File: src/rtl/mem_port_arbiter.sv
// Shares one single-ported memory between the fetch and data ports; MEM_ARB_RR_EN selects round-robin priority (default: data over fetch).
// Latency: the request goes to memory combinationally in IDLE, and gnt follows mem_gnt in the same cycle; a transaction takes at least 2 cycles.
// Backpressure: a requester holds req until its gnt; one transaction is outstanding at a time; no new grant is issued while a response is awaited.
module mem_port_arbiter #(
    parameter int ADDR_W         = 32,
    parameter int DATA_W         = 32,
    parameter int TIMEOUT_CYCLES = 255
) (
    input  logic                CLK,
    input  logic                RES,
    input  logic                instr_req,
    input  logic [ADDR_W-1:0]   instr_addr,
    output logic                instr_gnt,
    output logic                instr_r_valid,
    output logic [DATA_W-1:0]   instr_rdata,
    input  logic                data_req,
    input  logic                data_write_enable,
    input  logic [ADDR_W-1:0]   data_addr,
    input  logic [DATA_W-1:0]   data_wdata,
    input  logic [DATA_W/8-1:0] data_be,
    output logic                data_gnt,
    output logic                data_r_valid,
    output logic [DATA_W-1:0]   data_rdata,
    output logic                mem_req,
    output logic                mem_we,
    output logic [ADDR_W-1:0]   mem_addr,
    output logic [DATA_W-1:0]   mem_wdata,
    output logic [DATA_W/8-1:0] mem_be,
    input  logic                mem_gnt,
    input  logic                mem_r_valid,
    input  logic [DATA_W-1:0]   mem_rdata,
    output logic                timeout_err
);

    localparam int CNT_W = (TIMEOUT_CYCLES > 0) ? $clog2(TIMEOUT_CYCLES + 1) : 1;

    typedef enum logic [1:0] {S_IDLE, S_REQ, S_RESP} state_t;

    state_t           state, state_nxt;
    logic             sel_data_q;    // pending selection while waiting in REQ (1 = data)
    logic             owner_data_q;  // side that owns the outstanding transaction (1 = data)
    logic [CNT_W-1:0] tmo_cnt;
    logic             win_data;      // arbitration winner in IDLE
    logic             sel_data;      // side currently presented to memory
    logic             sel_req;
    logic             mem_req_int;
    logic             mem_fire;
    logic             timeout_hit;
    logic             resp_done;

`ifdef MEM_ARB_RR_EN
    logic rr_pref_data;  // preferred side on conflict (1 = data)

    // Round-robin pointer flips to the side that was not just granted
    always_ff @(posedge CLK) begin
        if (RES)
            rr_pref_data <= 1'b0;
        else if (mem_fire)
            rr_pref_data <= ~sel_data;
    end

    assign win_data = data_req && (!instr_req || rr_pref_data);
`else
    // Fixed priority: a pending load/store always goes ahead of a fetch
    assign win_data = data_req;
`endif

    // Selection is frozen in REQ so a late higher-priority request cannot steal the slot
    always_comb begin
        sel_data    = (state == S_REQ) ? sel_data_q : win_data;
        sel_req     = sel_data ? data_req : instr_req;
        mem_req_int = !RES && (state != S_RESP) && sel_req;
        mem_fire    = mem_req_int && mem_gnt;
        timeout_hit = (TIMEOUT_CYCLES > 0) && (state == S_RESP) && !mem_r_valid &&
                      (tmo_cnt == CNT_W'(TIMEOUT_CYCLES));
        resp_done   = (state == S_RESP) && (mem_r_valid || timeout_hit);
    end

    // State register plus the per-transaction bookkeeping that moves with it
    always_ff @(posedge CLK) begin
        if (RES) begin
            state        <= S_IDLE;
            sel_data_q   <= 1'b0;
            owner_data_q <= 1'b0;
            tmo_cnt      <= '0;
        end else begin
            state <= state_nxt;
            if (state == S_IDLE && mem_req_int && !mem_gnt)
                sel_data_q <= win_data;
            if (mem_fire)
                owner_data_q <= sel_data;
            if (state == S_RESP && !resp_done)
                tmo_cnt <= tmo_cnt + 1'b1;
            else
                tmo_cnt <= '0;
        end
    end

    // Next-state logic
    always_comb begin
        state_nxt = state;
        case (state)
            S_IDLE: if (mem_req_int) state_nxt = mem_gnt ? S_RESP : S_REQ;
            S_REQ: begin
                if (!sel_req)     state_nxt = S_IDLE;  // winner withdrew its request
                else if (mem_gnt) state_nxt = S_RESP;
            end
            S_RESP: if (resp_done) state_nxt = S_IDLE;
            default: state_nxt = S_IDLE;
        endcase
    end

    // Outputs: memory fields follow the selected side; all outputs idle at zero
    always_comb begin
        mem_req       = mem_req_int;
        mem_we        = 1'b0;
        mem_addr      = '0;
        mem_wdata     = '0;
        mem_be        = '0;
        instr_gnt     = mem_fire && !sel_data;
        data_gnt      = mem_fire && sel_data;
        instr_r_valid = 1'b0;
        instr_rdata   = '0;
        data_r_valid  = 1'b0;
        data_rdata    = '0;
        timeout_err   = 1'b0;
        if (mem_req_int) begin
            if (sel_data) begin
                mem_we    = data_write_enable;
                mem_addr  = data_addr;
                mem_wdata = data_wdata;
                mem_be    = data_be;
            end else begin
                mem_addr  = instr_addr;
                mem_be    = '1;
            end
        end
        if (!RES && resp_done) begin
            timeout_err = timeout_hit;
            if (owner_data_q) begin
                data_r_valid = 1'b1;
                data_rdata   = mem_r_valid ? mem_rdata : '0;
            end else begin
                instr_r_valid = 1'b1;
                instr_rdata   = mem_r_valid ? mem_rdata : '0;
            end
        end
    end

endmodule

File: config.mk
export PLATFORM = sky130hd
export DESIGN_NAME = mem_port_arbiter
export DESIGN_NICKNAME = d
export VERILOG_FILES = /design/src/rtl/mem_port_arbiter.sv
export SDC_FILE = /design/constraint.sdc
export NUM_CORES = 1
export LEC_CHECK = 0
export ABC_AREA = 1
export ABC_CLOCK_PERIOD_IN_PS = 1650
export CAP_MARGIN = 20
export CORE_AREA = 2 2 106 108
export CTS_CLUSTER_SIZE = 14
export DETAILED_ROUTE_END_ITERATION = 6
export DIE_AREA = 0 0 108 110
export PLACE_DENSITY = 0.75
export SYNTH_ARGS = -nofsm -noshare
export SYNTH_HDL_FRONTEND = slang
export SYNTH_SLANG_ARGS = --single-unit
File: constraint.sdc
create_clock -name CLK -period 1.65 [get_ports CLK]
set_clock_uncertainty 0.2 [all_clocks]
set_input_delay 0.33 -clock CLK [delete_from_list [all_inputs] [get_ports CLK]]
set_output_delay 0.33 -clock CLK [all_outputs]
set_load 0.05 [all_outputs]
======== Word-level counts from Yosys, hierarchy flattened ========
Index checks and enable logic that the tools add are counted.
cells by class
  add/sub/neg operators ................... 1
  equal/unequal tests ..................... 7
  multiplexer cells ....................... 26
  bitwise operators ....................... 1
  reductions and logical operators ........ 21
operators by type and width
  operator             count
  $mux 32              9
  $logic_and 1x1->1    12
  $mux 2               5
  $mux 1               9
  $add 8x1->8 const B  1
  $eq 8x8->1 const B   1
  $mux 4               2
  $ne 2x2->1 const B   3
  $pmux 2 s3           1
  $logic_not 1->1      5
  $ne 3x3->1 const B   1
  $reduce_and 3->1     1
  $eq 2x1->1 const B   1
  $eq 2x2->1 const B   1
  $logic_not 2->1      1
  $reduce_or 2->1      1
  $logic_or 1x1->1     1
  $not 1->1            1
word-level totals
  flip-flop bits (word level) ............. 12
  input port bits ......................... 139
  output and inout port bits .............. 139
  word-level logic and storage cells ...... 60

======== Longest topological paths before layout ========
  depth after elaboration ................. 9
  gate-level depth with buffers ........... 10
  gate-level depth less buffers ........... 10

======== Worst setup path before layout ========
OpenSTA, ideal clock, no wires.
  kind .................................... register to output
  start ................................... reg state[1]
  end ..................................... out data_gnt
  arrival time ............................ 1.943 ns
  data required time ...................... 1.120 ns
  path slack .............................. -0.823 ns
  stages on the path, launching flop included .. 8
  cells stage by stage .................... dfxtp_1 > inv_1 > nand2_1 > nand2_1 > nand2_1 > inv_2 > buf_2 > nor3_1
between the ends
  cells in the longest elaborated chain, start to end .. 6
  elaborated cells between the ends (all ways) .. 8
RTL lines
  what                    line  RTL
  from (decl)             39    state_t state, state_nxt;
  from (signal assigned)  87    state <= state_nxt;
  $eq 2x1->1              70    sel_data = (state == S_REQ) ? sel_data_q : win_data;
  $mux 1                  70
  $mux 1                  71    sel_req = sel_data ? data_req : instr_req;
  $logic_and 1x1->1       72    mem_req_int = !RES && (state != S_RESP) && sel_req;
  $logic_and 1x1->1       73    mem_fire = mem_req_int && mem_gnt;
  $logic_and 1x1->1 *     121   data_gnt = mem_fire && sel_data;
  to (decl)               21    output logic data_gnt,
Every way passes the cells marked *; elsewhere a longest branch is shown, timed or not.

======== Final worst setup path ========
  start ................................... reg tmo_cnt[0]
  end ..................................... out data_rdata[27]
between the ends
  cells in the longest elaborated chain, start to end .. 6
RTL lines
  what                    line  RTL
  from (decl)             42    logic [CNT_W-1:0] tmo_cnt;
  from (signal assigned)  93    tmo_cnt <= tmo_cnt + 1'b1;
  $eq 8x8->1              75    (tmo_cnt == CNT_W'(TIMEOUT_CYCLES));
  $logic_and 1x1->1       74    timeout_hit = (TIMEOUT_CYCLES > 0) && (state == S_RESP) && !mem_r_valid &&
  $logic_or 1x1->1        76    resp_done = (state == S_RESP) && (mem_r_valid || timeout_hit);
  $logic_and 1x1->1       76
  $logic_and 1x1->1       138   if (!RES && resp_done) begin
  $mux 32                 138
  to (decl)               23    output logic [DATA_W-1:0] data_rdata,
No other way between the ends.

==> impl_metrics.xml <==
<?xml version="1.0" encoding="UTF-8"?>
<metrics>
  <group name="layout">
    <metric name="final_net_count" unit="">882</metric>
    <metric name="postLayoutCellArea" unit="um^2">9290</metric>
    <metric name="post_route_cells_drive_above_1_share" unit="">0.650</metric>
    <metric name="antennaDiodeCount" unit="">0</metric>
    <metric name="growth_of_design_area_from_synthesis_to_finish" unit="%">399</metric>
  </group>
  <group name="placed_design">
    <metric name="port-buffer-count" unit="">277</metric>
    <metric name="placement.setup.worst_slack" unit="ps">-689</metric>
    <metric name="dp_hpwl" unit="um">11600</metric>
    <metric name="placed_cell_area" unit="um^2">7780</metric>
    <metric name="place_congestion" unit="">0.863</metric>
  </group>
  <group name="floorplan">
    <metric name="total_core_area" unit="um^2">10700</metric>
    <metric name="fp.dieArea" unit="um^2">11900</metric>
    <metric name="floorplan.die.height" unit="um">110</metric>
    <metric name="die_w" unit="um">108</metric>
    <metric name="io-pin-count" unit="">278</metric>
    <metric name="core.rowCount" unit="">38</metric>
    <metric name="initial_utilization" unit="">0.174</metric>
  </group>
  <group name="worst_setup_path">
    <metric name="timing.rr.start" unit="">state[1]</metric>
    <metric name="crit_path_cell_trace" unit="">ha_4 &gt; nand3_4 &gt; nor3_4 &gt; a31oi_2 &gt; nor2_2 &gt; nand2_4 &gt; buf_4 &gt; buf_16 &gt; nor2_4 &gt; buf_12</metric>
    <metric name="timing.critical_path.arrival" unit="ps">1990</metric>
    <metric name="worstPathRequired" unit="ps">1120</metric>
    <metric name="cpLargestDelayFamily" unit="">simple AND/OR/NAND/NOR gates</metric>
    <metric name="critical_path.max_fanout" unit="">5</metric>
    <metric name="critical_path.startpoint_type" unit="">flip-flop</metric>
    <metric name="slowest_delay" unit="ps">350</metric>
    <metric name="worst-setup-path-type" unit="">reg -&gt; out</metric>
    <metric name="startpoint" unit="">tmo_cnt[0]</metric>
    <metric name="rrSetupSlack" unit="ps">-170</metric>
    <metric name="timing.critical_path.to_type" unit="">output pin</metric>
    <metric name="crit_cells" unit="">10</metric>
    <metric name="critical_path.n_buffers_inverters" unit="">3</metric>
    <metric name="crit_path_top_delay_cell" unit="">sky130_fd_sc_hd__dfxtp_2</metric>
    <metric name="worstRegToRegCells" unit="">12</metric>
    <metric name="rr_endpoint" unit="">sel_data_q</metric>
  </group>
  <group name="timing">
    <metric name="fmax" unit="MHz">397</metric>
    <metric name="grt_setup_unrepaired" unit="">true</metric>
    <metric name="finalHoldViolCount" unit="">0</metric>
    <metric name="setup_slack" unit="ps">-869</metric>
    <metric name="timing.final.crit_period" unit="ps">2520</metric>
    <metric name="maxSlewHeadroom" unit="">0.779</metric>
    <metric name="final_setup_violating_endpoints" unit="">144</metric>
    <metric name="worstMarginPinSlew" unit="ps">332</metric>
    <metric name="final.setup.tns" unit="ps">-95790</metric>
    <metric name="final_max_slew_viol_count" unit="">0</metric>
    <metric name="final.period_utilization" unit="">1.53</metric>
  </group>
  <group name="power">
    <metric name="ir_drop" unit="uV">433</metric>
    <metric name="swShare" unit="">0.459</metric>
    <metric name="leakage" unit="nW">3.60</metric>
    <metric name="power_switching" unit="mW">1.61</metric>
    <metric name="sequentialPowerShare" unit="">0.089</metric>
    <metric name="combinational_share_of_power" unit="">0.817</metric>
    <metric name="clockPowerShare" unit="">0.094</metric>
    <metric name="p_int" unit="mW">1.90</metric>
    <metric name="power_per_cell_area" unit="nW/um^2">378</metric>
  </group>
  <group name="clock_network">
    <metric name="clk_pin_slew_worst_paths" unit="ps">60</metric>
    <metric name="tritoncts_num_sinks" unit="">12</metric>
    <metric name="clockBufferDepth" unit="">2</metric>
    <metric name="clock_tree.root_cell" unit="">sky130_fd_sc_hd__clkbuf_8</metric>
    <metric name="tritoncts" unit="">yes</metric>
    <metric name="cts_inserted_buffers" unit="">3</metric>
    <metric name="cts-htree-levels" unit="">1</metric>
    <metric name="clock_latency" unit="ps">250</metric>
  </group>
  <group name="hold_path">
    <metric name="timing.hold.worst.start" unit="">tmo_cnt[0]</metric>
    <metric name="timing.hold.worst.class" unit="">reg -&gt; reg</metric>
    <metric name="worst_hold_path.endpoint" unit="">tmo_cnt[0]</metric>
    <metric name="worst_hold_path.num_cells" unit="">2</metric>
  </group>
  <group name="global_routing">
    <metric name="grt_first_pass_wirelength" unit="um">26200</metric>
    <metric name="grt-ovfl-total" unit="">0</metric>
    <metric name="grt_start_max_net_pins" unit="">32</metric>
    <metric name="gr-usage-all-layers" unit="">0.287</metric>
    <metric name="first_global_vias" unit="">4581</metric>
    <metric name="grt_antenna_before_repair" unit="">0</metric>
  </group>
  <group name="route">
    <metric name="post_drt_wl_per_cell" unit="um">22.2</metric>
    <metric name="initialDrtViolationCount" unit="">142</metric>
    <metric name="ant_nets" unit="">0</metric>
    <metric name="detailedRoute.firstPassIterationCount" unit="">4</metric>
    <metric name="routed_via_density" unit="">4.74</metric>
    <metric name="wl" unit="um">19600</metric>
    <metric name="drt_drc_violations_left" unit="">0</metric>
    <metric name="routed-via-count" unit="">4179</metric>
  </group>
  <group name="logic_synthesis">
    <metric name="postSynthAreaPerCell" unit="um^2">4.73</metric>
    <metric name="synthTopCellsByCount" unit="">146 x sky130_fd_sc_hd__nand2_1, 115 x sky130_fd_sc_hd__nor2_1, 36 x sky130_fd_sc_hd__a21oi_1, 24 x sky130_fd_sc_hd__inv_1, 15 x sky130_fd_sc_hd__buf_2</metric>
    <metric name="synth_seq_cells" unit="">12</metric>
    <metric name="netlist_top_cells_area" unit="">sky130_fd_sc_hd__nand2_1 29%, sky130_fd_sc_hd__nor2_1 23%, sky130_fd_sc_hd__dfxtp_1 13%, sky130_fd_sc_hd__a21oi_1 9.7%, sky130_fd_sc_hd__inv_1 4.8%</metric>
    <metric name="async_reset_ff_frac" unit="">0</metric>
    <metric name="synthesis.instances" unit="">394</metric>
    <metric name="post_synthesis_sequential_area_ratio" unit="">0.129</metric>
    <metric name="synthesis.area" unit="um^2">1860</metric>
    <metric name="synth_largest_type_area_fraction" unit="">0.294</metric>
    <metric name="ys_warn_count" unit="">0</metric>
    <metric name="synth_fp_nets" unit="">534</metric>
    <metric name="synthFlopType" unit="">sky130_fd_sc_hd__dfxtp_1</metric>
    <metric name="synth-edff-count" unit="">0</metric>
    <metric name="synth_top_area_cell" unit="">sky130_fd_sc_hd__nand2_1</metric>
    <metric name="yosysMostFrequentCell" unit="">sky130_fd_sc_hd__nand2_1</metric>
    <metric name="synth.distinct_cells" unit="">25</metric>
  </group>
  <group name="outcome">
    <metric name="violations" unit="">setup timing</metric>
    <metric name="status" unit="">finished, violations left</metric>
  </group>
  <group name="flow_run">
    <metric name="max_cap_violations" unit="">0</metric>
  </group>
</metrics>
## cells by family (layout without fill, tap and decap cells)
logic type	Yosys count	in the layout	synth area share
and+or+nand+nor	285	286	0.602
AOI/OAI and AO/OA	41	41	0.112
adders and majority gates	1	1	0.00671
DFF	12	12	0.129
buffers and inverters	54	400	0.145
xor gates and xnor gates	1	1	0.00470
## area by class of cell
cell class	instances	area, um^2
well taps	140	175
repair buffers	370	5550
clock buffers	4	55.1
inverters	26	126
multi-input cells	329	3140
fillers	464	1410
flip-flops and latches	12	248
## sequential cells by signal (all words and copies together), names as in the netlist
name and cells:
tmo_cnt 8, owner_data_q 1, state 2, sel_data_q 1
## power groups by stage
stage	sequential (mW)	combinational [mW]	clock (mW)
floorplan	0.317	1.17	0
global placement	0.317	2.18	0
detailed placement	0.317	2.23	0
CTS	0.311	2.75	0.334
global route	0.313	2.95	0.350
finish	0.313	2.87	0.330
## per-stage QoR
| stage | hold WS, ps | std cells | power [mW] | util |
|---|---|---|---|---|
| 2_1_floorplan | 228 | 394 | 1.49 | - |
| 3_3_place_gp | 313 | 834 | 2.50 | 0.727 |
| 3_5_place_dp | 329 | 834 | 2.55 | 0.727 |
| 4_1_cts | 338 | 879 | 3.39 | 0.850 |
| 5_1_grt | 355 | 881 | 3.62 | 0.869 |
| 6_report | 338 | 881 | 3.51 | 0.869 |
## worst max-delay path by stage
stage / to / slack [ps]
after floorplan: instr_rdata[10] / -450
after global placement: data_rdata[23] / -670
after detailed placement: instr_rdata[22] / -690
after CTS: instr_rdata[28] / -810
after global routing: data_rdata[27] / -960
final: data_rdata[27] / -870
## per-layer routing
metal	up-vias	GRT usage	wire length, um
met5	-	0	0
met4	0	0.0952	877
met3	50	0.0752	1320
met2	208	0.594	11100
met1	2013	0.269	6230
li1	1908	-	-
## cell usage in the layout (no fill, tap or decap), types with 5 or more instances in the layout
master                              n
sky130_fd_sc_hd__buf_6             20
sky130_fd_sc_hd__nand2_1           72
sky130_fd_sc_hd__buf_8             11
sky130_fd_sc_hd__nor3_4             5
sky130_fd_sc_hd__dfxtp_1            8
sky130_fd_sc_hd__a21oi_4           32
sky130_fd_sc_hd__buf_16            15
sky130_fd_sc_hd__clkdlybuf4s50_1  135
sky130_fd_sc_hd__buf_12           155
sky130_fd_sc_hd__nor2_1             8
sky130_fd_sc_hd__nand3_4            5
sky130_fd_sc_hd__nor2_4           106
sky130_fd_sc_hd__inv_1             16
sky130_fd_sc_hd__nand3_1            5
sky130_fd_sc_hd__nand2_4           49
sky130_fd_sc_hd__buf_4             29
sky130_fd_sc_hd__nand2_2           24
## timing repair
item	4_1_cts	5_1_grt
gates resized for setup	162	64
gates cloned	19	2
setup buffers	22	8
pin swaps	65	51
hold endpoints to repair	0	0
hold buffers	0	0
endpoints found under the setup margin	142	151
## worst register-to-register path, cell delays in order (launching register included)
cell and delay [ps]:
sky130_fd_sc_hd__dfxtp_2 350, sky130_fd_sc_hd__inv_4 60, sky130_fd_sc_hd__nand2_4 90, sky130_fd_sc_hd__nand2_8 70
sky130_fd_sc_hd__nand3_4 80, sky130_fd_sc_hd__nand3_4 110, sky130_fd_sc_hd__buf_6 150, sky130_fd_sc_hd__buf_8 120
sky130_fd_sc_hd__buf_6 130, sky130_fd_sc_hd__nor3_4 140, sky130_fd_sc_hd__nand2_1 70, sky130_fd_sc_hd__o21ai_1 90
sky130_fd_sc_hd__inv_1 60
Power figures use the tool's default switching activity.
